<file path="src/rtl/hdlc_host_seq.sv">
// hdlc_host_seq: host-side sequencer for an HDLC controller register block.
// Polls the RX status register and moves received frames onto the RxOut
// stream, and loads TxIn frames into the TX buffer. RX and TX are served
// round-robin, one whole frame at a time.
// Optional build macro HDLC_HOST_SEQ_TXLEN_CHECK_EN: a TX frame still running
// at its 126th byte is aborted, and its remaining bytes are discarded.
module hdlc_host_seq (
  input  logic       Clk,
  input  logic       Rst,
  output logic [2:0] Bus_Addr,
  output logic       Bus_WrEn,
  output logic       Bus_RdEn,
  output logic [7:0] Bus_WrData,
  input  logic [7:0] Bus_RdData,
  input  logic       TxIn_Valid,
  input  logic [7:0] TxIn_Data,
  input  logic       TxIn_Last,
  output logic       TxIn_Ready,
  output logic       RxOut_Valid,
  output logic [7:0] RxOut_Data,
  output logic       RxOut_Last,
  input  logic       RxOut_Ready,
  input  logic       Cfg_FcsEn,
  output logic       Err_Drop,
  output logic       Busy
);

  localparam logic [2:0] ADDR_TX_SC  = 3'd0;
  localparam logic [2:0] ADDR_TX_BUF = 3'd1;
  localparam logic [2:0] ADDR_RX_SC  = 3'd2;
  localparam logic [2:0] ADDR_RX_BUF = 3'd3;
  localparam logic [2:0] ADDR_RX_LEN = 3'd4;

  typedef enum logic [3:0] {
    INIT, IDLE, POLL_RX, RX_LEN, RX_DATA, RX_DROP,
    POLL_TX, TX_LOAD, TX_START, TX_ABORT, TX_FLUSH
  } state_t;

  state_t     state;
  logic [7:0] rx_cnt;
  logic [6:0] tx_cnt;
  logic       fcs_q;
  logic       grant_rx;   // last frame grant went to RX

  logic       wr_int;
  logic       rd_int;
  logic       rx_rd_fire;
  logic       tx_take;
  logic [6:0] tx_cnt_inc;

  // A buffer read is allowed whenever the output register is free or draining.
  assign rx_rd_fire = (state == RX_DATA) && (!RxOut_Valid || RxOut_Ready);
  assign tx_take    = (state == TX_LOAD) && TxIn_Valid;
  assign tx_cnt_inc = (tx_cnt == 7'd127) ? tx_cnt : tx_cnt + 7'd1;

  assign TxIn_Ready = (state == TX_LOAD) || (state == TX_FLUSH);

  // NOTE: strobes and Busy are gated by Rst so that nothing reaches the
  // register block while reset is held, even though state already reads INIT.
  assign Bus_WrEn = Rst && wr_int;
  assign Bus_RdEn = Rst && rd_int;
  assign Busy     = Rst && (state != IDLE);

  // Bus access decode from state, counters and stream handshakes.
  always_comb begin
    // NOTE: every output gets a default first so no path can infer a latch.
    wr_int     = 1'b0;
    rd_int     = 1'b0;
    Bus_Addr   = ADDR_TX_SC;
    Bus_WrData = 8'h00;
    case (state)
      INIT: begin
        wr_int     = 1'b1;
        Bus_Addr   = ADDR_RX_SC;
        Bus_WrData = {2'b00, Cfg_FcsEn, 5'b0};
      end
      POLL_RX: begin
        rd_int   = 1'b1;
        Bus_Addr = ADDR_RX_SC;
      end
      RX_LEN: begin
        rd_int   = 1'b1;
        Bus_Addr = ADDR_RX_LEN;
      end
      RX_DATA: begin
        rd_int   = rx_rd_fire;
        Bus_Addr = ADDR_RX_BUF;
      end
      RX_DROP: begin
        wr_int     = 1'b1;
        Bus_Addr   = ADDR_RX_SC;
        Bus_WrData = {2'b00, fcs_q, 3'b0, 1'b1, 1'b0};
      end
      POLL_TX: begin
        rd_int   = 1'b1;
        Bus_Addr = ADDR_TX_SC;
      end
      TX_LOAD: begin
        wr_int     = tx_take;
        Bus_Addr   = ADDR_TX_BUF;
        Bus_WrData = TxIn_Data;
      end
      TX_START: begin
        wr_int     = 1'b1;
        Bus_Addr   = ADDR_TX_SC;
        Bus_WrData = 8'h02;
      end
      TX_ABORT: begin
        wr_int     = 1'b1;
        Bus_Addr   = ADDR_TX_SC;
        Bus_WrData = 8'h04;
      end
      default: ;
    endcase
  end

  // Sequencer state, counters, RX output register and drop pulse.
  always_ff @(posedge Clk or negedge Rst) begin
    if (!Rst) begin
      state       <= INIT;
      rx_cnt      <= 8'd0;
      tx_cnt      <= 7'd0;
      fcs_q       <= 1'b0;
      grant_rx    <= 1'b0;
      RxOut_Valid <= 1'b0;
      RxOut_Data  <= 8'h00;
      RxOut_Last  <= 1'b0;
      Err_Drop    <= 1'b0;
    end else begin
      // NOTE: non-blocking throughout; later assignments in this block
      // override earlier ones, which is how a same-cycle read keeps Valid set.
      Err_Drop <= 1'b0;
      if (RxOut_Ready) RxOut_Valid <= 1'b0;
      if (rx_rd_fire) begin
        RxOut_Valid <= 1'b1;
        RxOut_Data  <= Bus_RdData;
        RxOut_Last  <= (rx_cnt == 8'd1);
        rx_cnt      <= rx_cnt - 8'd1;
      end

      case (state)
        INIT: begin
          fcs_q <= Cfg_FcsEn;
          state <= IDLE;
        end
        IDLE: begin
          if (Cfg_FcsEn != fcs_q)        state <= INIT;
          else if (TxIn_Valid && grant_rx) state <= POLL_TX;
          else                           state <= POLL_RX;
        end
        POLL_RX: begin
          if (Bus_RdData[0] && (|Bus_RdData[4:2])) state <= RX_DROP;
          else if (Bus_RdData[0])                  state <= RX_LEN;
          else if (TxIn_Valid)                     state <= POLL_TX;
          else                                     state <= IDLE;
        end
        RX_LEN: begin
          rx_cnt <= Bus_RdData;
          state  <= (Bus_RdData == 8'd0) ? RX_DROP : RX_DATA;
        end
        RX_DATA: begin
          if (rx_rd_fire && (rx_cnt == 8'd1)) begin
            state    <= IDLE;
            grant_rx <= 1'b1;
          end
        end
        RX_DROP: begin
          Err_Drop <= 1'b1;
          grant_rx <= 1'b1;
          state    <= IDLE;
        end
        POLL_TX: begin
          if (Bus_RdData[0] && !Bus_RdData[4]) begin
            tx_cnt <= 7'd0;
            state  <= TX_LOAD;
          end else begin
            grant_rx <= 1'b0;
            state    <= IDLE;
          end
        end
        TX_LOAD: begin
          if (tx_take) begin
            tx_cnt <= tx_cnt_inc;
            if (TxIn_Last) state <= TX_START;
`ifdef HDLC_HOST_SEQ_TXLEN_CHECK_EN
            else if (tx_cnt == 7'd125) state <= TX_ABORT;
`endif
          end
        end
        TX_START: begin
          grant_rx <= 1'b0;
          state    <= IDLE;
        end
        TX_ABORT: begin
          state <= TX_FLUSH;
        end
        TX_FLUSH: begin
          if (TxIn_Valid && TxIn_Last) begin
            grant_rx <= 1'b0;
            state    <= IDLE;
          end
        end
        default: state <= INIT;
      endcase
    end
  end

endmodule

</file>
<file path="config.mk">
export PLATFORM = sky130hd
export DESIGN_NAME = hdlc_host_seq
export DESIGN_NICKNAME = d
export VERILOG_FILES = /design/src/rtl/hdlc_host_seq.sv
export SDC_FILE = /design/constraint.sdc
export NUM_CORES = 1
export LEC_CHECK = 0
export BUFFER_PORTS_ARGS = -buffer_cell sky130_fd_sc_hd__buf_2
export CAP_MARGIN = 5
export CORE_MARGIN = 2
export CORE_UTILIZATION = 45
export CTS_BUF_LIST = sky130_fd_sc_hd__clkbuf_2 sky130_fd_sc_hd__clkbuf_4 sky130_fd_sc_hd__clkbuf_8
export DETAILED_ROUTE_END_ITERATION = 6
export GPL_TIMING_DRIVEN = 0
export PLACE_DENSITY_LB_ADDON = 0.2
export SLEW_MARGIN = 20
export SYNTH_ARGS = -nofsm -noshare
export SYNTH_HDL_FRONTEND = slang
export SYNTH_SLANG_ARGS = --single-unit
export TNS_END_PERCENT = 20
</file>
<file path="constraint.sdc">
create_clock -name Clk -period 1.8 [get_ports Clk]
set_clock_uncertainty 0.05 [all_clocks]
set_input_delay 0.36 -clock Clk [delete_from_list [all_inputs] [get_ports Clk]]
set_output_delay 0.36 -clock Clk [all_outputs]
set_load 0.01 [all_outputs]
</file>
# Word-level counts from Yosys, hierarchy flattened
# Index checks and enable logic that the tools add are counted.
dict set report op_classes {
  add_sub_neg 1
  n_eq_ne 18
  mux 25
  n_reduce_logical 26
}
# cell n
set op_table {}
lappend op_table {{$pmux W8 S5} 1}
lappend op_table {{$pmux W4 S9} 1}
lappend op_table {{$mux W3} 6}
lappend op_table {{$eq A4 B3 Y1 const B} 4}
lappend op_table {{$mux W4} 4}
lappend op_table {{$mux W8} 2}
lappend op_table {{$eq A4 B4 Y1 const B} 3}
lappend op_table {{$pmux W3 S4} 1}
lappend op_table {{$reduce_or A3 Y1} 4}
lappend op_table {{$logic_and A1 B1 Y1} 10}
lappend op_table {{$eq A4 B2 Y1 const B} 2}
lappend op_table {{$eq A8 B1 Y1 const B} 1}
lappend op_table {{$logic_not A8 Y1} 1}
lappend op_table {{$reduce_and A4 Y1} 2}
lappend op_table {{$sub A8 B1 Y8 const B} 1}
lappend op_table {{$mux W1} 7}
lappend op_table {{$ne A2 B2 Y1 const B} 3}
lappend op_table {{$pmux W1 S5} 1}
lappend op_table {{$reduce_bool A5 Y1} 1}
lappend op_table {{$eq A4 B1 Y1 const B} 1}
lappend op_table {{$logic_not A4 Y1} 1}
lappend op_table {{$ne A2 B1 Y1 const B} 2}
lappend op_table {{$ne A4 B1 Y1 const B} 1}
lappend op_table {{$pmux W1 S2} 2}
lappend op_table {{5 further kinds} 8}
dict set report word_totals {
  regBits 25
  in_bits 22
  wordCells 78
}

# Depth between registers and ports, before layout
dict set report depth {
  word_depth 6
  mapped_depth 7
  depth_no_buf 6
}

# Least setup slack after synthesis
# OpenSTA, ideal clock, no wires.
dict set report synth_timing {
  path_type {reg2reg}
  startpoint {register state[3]}
  endpoint {register state[2]}
  setup_time_ns 0.126
  arrival_time_ns 1.787
  required_time_ns 1.624
  path_slack_ns -0.163
  path_stages_with_launch 7
  n_path_buf 1
  period_less_slack_ns 1.963
  cell_sequence {dfrtp_1 -> nor4b_4 -> nand2_2 -> buf_6 -> o31ai_2 -> o311ai_1 -> a221o_1}
}
dict set report synth_via {
  elab_chain_len 5
  word_cells_on_any_way 21
}
# element line
set synth_rtl {}
lappend synth_rtl {{from (decl)} 39} ;# state_t state;
lappend synth_rtl {{from (signal assigned)} 159} ;# state <= (Bus_RdData == 8'd0) ? RX_DROP : RX_DATA;
lappend synth_rtl {{$eq A4 B3 Y1} {52, 141}}
lappend synth_rtl {{$logic_and A1 B1 Y1} 52} ;# assign rx_rd_fire = (state == RX_DATA) && (!RxOut_Valid || RxOut_Ready);
lappend synth_rtl {{$logic_and A1 B1 Y1} 162} ;# if (rx_rd_fire && (rx_cnt == 8'd1)) begin
lappend synth_rtl {{$ne A2 B1 Y1 (no source line)} n/a}
lappend synth_rtl {{$reduce_and A4 Y1 (no source line)} n/a}
# Parallel ways exist; a longest one is shown, timed or not.
# A chain may end at the register's enable or synchronous reset.

# Worst setup path after layout
# Same ends and word-level chain as after synthesis.

==> summary by stage <==
CTS
The clock latency at the later pin of the worst-skew pair is 0.32 ns. The number of sinks on the clock net is 25. The maximum clock path buffer count is 2.

The CTS tree is yes. Counting the buffers created by CTS gives 3. Clock-pin slew was measured on the worst setup and hold paths at roughly 0.14 ns. The root buffer cell chosen for the clock tree is sky130_fd_sc_hd__clkbuf_4. The deepest level of the CTS H-tree is 1.

Setup path
The type of the worst setup path is reg2reg. At the worst endpoint, the required time is between 1.5 and 2 ns. The startpoint class of the critical path is a register. The last element of the critical path is state[2].

The most critical setup path has its startpoint at state[3]. The number of cells on the worst reg-to-reg path is 7. In this run the critical register-to-register path is launched from state[3].

The largest fanout on the critical path is 9. In this run the critical register-to-register path is captured at state[2]. In this run the register-to-register setup slack is -0.37 ns. The nature of the critical path endpoint is a register.

The arrival time at the worst endpoint is between 2 and 2.5 ns.

Cells and area
The final core area utilization is between 70% and 80%. The summed area of non-filler cells in the final layout is approximately 2400 µm². Compared with the post-synthesis result, the final layout area differs by 52.0%. The number of antenna cells inserted is 0. In the final layout, the share of cells above drive strength 1 is a little under half. The final-stage net count is 276.

Logic synthesis
The post-synthesis cell area is approximately 1600 µm². The share of flip-flops with an asynchronous set or reset is between 90% and 100%. The synthesized netlist net count is 196. The cell count after synthesis is 172.

In the synthesized netlist the dominant register cell turns out to be sky130_fd_sc_hd__dfrtp_1. The synthesized design contains 25 register bits. The number of enable-type register cells in the synthesized netlist is 0. Sequential cells were found to cover about two fifths of the synthesized design area.

Sorting the synthesized cells by area gives the leading types as sky130_fd_sc_hd__dfrtp_1 40%, sky130_fd_sc_hd__mux2_2 5.8%, sky130_fd_sc_hd__nand2_1 5.3%. During synthesis, Yosys emitted a total of 0 warnings. The commonest cells after synthesis are 25 x sky130_fd_sc_hd__dfrtp_1, 22 x sky130_fd_sc_hd__nand2_1, 9 x sky130_fd_sc_hd__clkbuf_1, 9 x sky130_fd_sc_hd__nand2b_1, 9 x sky130_fd_sc_hd__nand3_1. Summed over its instances, the top area cell type makes up 40.4% of the synthesized netlist area. After synthesis, the mean cell area works out to 9.01 µm². The synthesized design spends more area on one cell type than any other, namely sky130_fd_sc_hd__dfrtp_1. The most instantiated library cell after synthesis is sky130_fd_sc_hd__dfrtp_1. The number of distinct library cell variants in the gate-level netlist after synthesis is 44.

Floorplanning
The die outline area is ~3900 µm². The initial cell density of the core is a little under half. The vertical die dimension is between 60 and 70 µm. The chip width is between 60 and 70 µm. For this design the top-level I/O count stands at 48. The number of placement rows is 21. After floorplanning, the core was sized to cover 3310 µm².

Routing
The via count of the routed design is about 1600. The first routing iteration left between 100 and 150 violations. For this run, design rule violations remaining after detail routing come to 0. The total wirelength of the detailed-routed design is approximately 4700 µm. In the final routed layout, each cell accounts on average for ~16 µm.

The residual antenna-violating net count after detailed routing is 0. The number of detailed-route iterations in the first pass is 4. Dividing the detail-routed via count by the number of cells gives 5.52.

Pwr
Of the total power, the share spent switching nets is 39.9%. The sequential power share is about a third. IR analysis of the VDD net gives a maximum drop of about 0.8 mV. The clock network is responsible for around 8% of the overall power. The total power density per cell area is about 1400 nW/µm².

The static leakage power is between 1 and 1.5 nW. Power comes to 3.35 mW. The power share of the combinational group is about three fifths. The analysis attributes to net switching a power of approximately 1.3 mW. The internal power is about 2 mW.

Placement
OpenSTA, run right after detailed placement, puts the worst setup slack at -0.273 ns. The post-placement cell area is 1850 µm². The placed wire-length estimate is 2800 µm. The number of buffer cells added on primary ports is 47. The routability congestion estimate from global placement is about 0.85.

GRT
The largest net degree at the start of global routing is 26. For met1 alone, demand over resource in global routing was roughly 34%. The layer flagged by global routing as most heavily used is met2. Global routing consumed, on the met2 layer, between 40% and 50% of the routing resources.

The number of global-route vias before repair is about 1600. The number of antenna violations at the first check in global routing was 0. For met3 alone, demand over resource in global routing was 4.86%. The wire length of the first global-routing pass is 7810 µm.

Across every metal layer, demand over resource in global routing totals roughly 25%. The residual overflow from global routing is 0.

Outcome
The final reports fail on setup timing. The run finished, with violations left.

Timing
Setup repair after global routing could not meet its margin everywhere. The smallest clock period supported by the final layout is computed as around 2.2 ns. The tightest hold path in the finished design has a slack of 0.246 ns. The slew at the pin with the worst max-slew slack is between 0.3 and 0.4 ns. The worst pin sits at a relative slew slack of between 70% and 80%. The total count of hold-check failures in the final report is 0. The final worst-path setup slack is -0.373 ns. The post-route fraction of the period consumed by the critical path is 121%.

Setup violations remaining at the end of the flow were counted as 23. The number of pins exceeding their max-slew limit in the final report is 0. The highest achievable clock rate is roughly 460 MHz.

Run
The tool flagged a number of max-cap violations equal to 0.

Worst hold path
The tightest min-delay check is of the in2reg type.
==> registers in the layout (all words and copies together) (netlist names) <==
name / cells
RxOut_Data: 8
rx_cnt: 8
state: 4
Err_Drop: 1
RxOut_Last: 1
RxOut_Valid: 1
fcs_q: 1
grant_rx: 1
==> kinds of logic (layout without fill, tap and decap cells) <==
group                      Yosys count  in the layout  synth area share, %
muxes                                8              8                 5.81
AOI/OAI and AO/OA                   35             35                 16.5
and+or+nand+nor                     82             82                 29.4
buffers and inverters               17             96                 4.60
adders and majority gates            2              2                 1.61
DFF                                 25             25                 40.4
xor gates and xnor gates             3              3                 1.70
==> placed cells by master, fill, tap and decap left out, drive strengths merged, types with 2 or more instances in the layout <==
master | synthesis | layout
buf | 2 | 80
dfrtp | 25 | 25
nand2 | 23 | 23
nand2b | 9 | 9
nand3 | 9 | 9
clkbuf | 9 | 9
mux2 | 8 | 8
and2 | 7 | 7
nor3 | 7 | 7
nor2 | 6 | 6
inv | 6 | 6
nor2b | 6 | 6
o21ai | 6 | 6
nor4 | 4 | 4
o22ai | 4 | 4
a22o | 3 | 3
nor4b | 3 | 3
o311ai | 3 | 3
o31ai | 3 | 3
a211oi | 2 | 2
a31oi | 2 | 2
xor2 | 2 | 2
a221o | 2 | 2
a21oi | 2 | 2
o211ai | 2 | 2
ha | 2 | 2
nor3b | 2 | 2
and3 | 2 | 2
or4 | 2 | 2
==> timing repair <==
item,CTS,global route
gates cloned,0,0
endpoints found under the hold margin,25,0
hold buffers,2,0
endpoints found under the setup margin,25,24
buffers inserted,24,3
resized for setup,53,12
pin swaps,10,7
==> power by group through the flow <==
stage | Combinational [mW] | Sequential [mW] | Clock, mW
final | 2.02 | 1.05 | 0.268
after CTS | 1.90 | 1.03 | 0.276
after detailed placement | 1.39 | 1.02 | 0
after global routing | 2.19 | 1.09 | 0.312
after floorplan | 0.930 | 1.04 | 0
after global placement | 1.37 | 1.01 | 0
==> layer usage <==
metal / share of wire (%) / wire, µm
met2: 48 / 2240
met3: 7.0 / 328
met1: 42 / 1980
met5: 0 / 0
met4: 2.8 / 132
==> layout make-up <==
cell class,count,area [µm²]
clock buffer,4,30.0
tap,46,57.6
timing repair buffer,76,485
multi-input combinational,130,961
sequential,25,629
fill,255,955
buffer,10,168
inverter,6,25.0
==> worst max-delay path, cell delays in order (launching register included) <==
cell,delay (ns)
sky130_fd_sc_hd__dfrtp_2,0.48
sky130_fd_sc_hd__nor4b_4,0.33
sky130_fd_sc_hd__nand2_2,0.12
sky130_fd_sc_hd__buf_8,0.14
sky130_fd_sc_hd__buf_4,0.19
sky130_fd_sc_hd__o31ai_4,0.25
sky130_fd_sc_hd__o311ai_1,0.15
sky130_fd_sc_hd__a221o_1,0.37
==> how the worst min path moves through the flow <==
stage | endpoint | start | cells past startpoint | slack (ns)
floorplan | Err_Drop | Rst | 0 | 0.01
global placement | RxOut_Data[0] | Rst | 1 | 0.35
detailed placement | RxOut_Valid | Rst | 1 | 0.35
CTS | rx_cnt[5] | Bus_RdData[5] | 3 | 0.24
global route | RxOut_Data[1] | Bus_RdData[1] | 2 | 0.23
finish | rx_cnt[5] | Bus_RdData[5] | 3 | 0.25
==> per-stage QoR <==
stage | std cells | setup TNS, ns
global route | 297 | -7.17
detailed placement | 265 | -3.41
floorplan | 172 | -0.278
global placement | 265 | -3.60
finish | 297 | -5.22
CTS | 294 | -4.47
(Power assumes the default switching activity.)
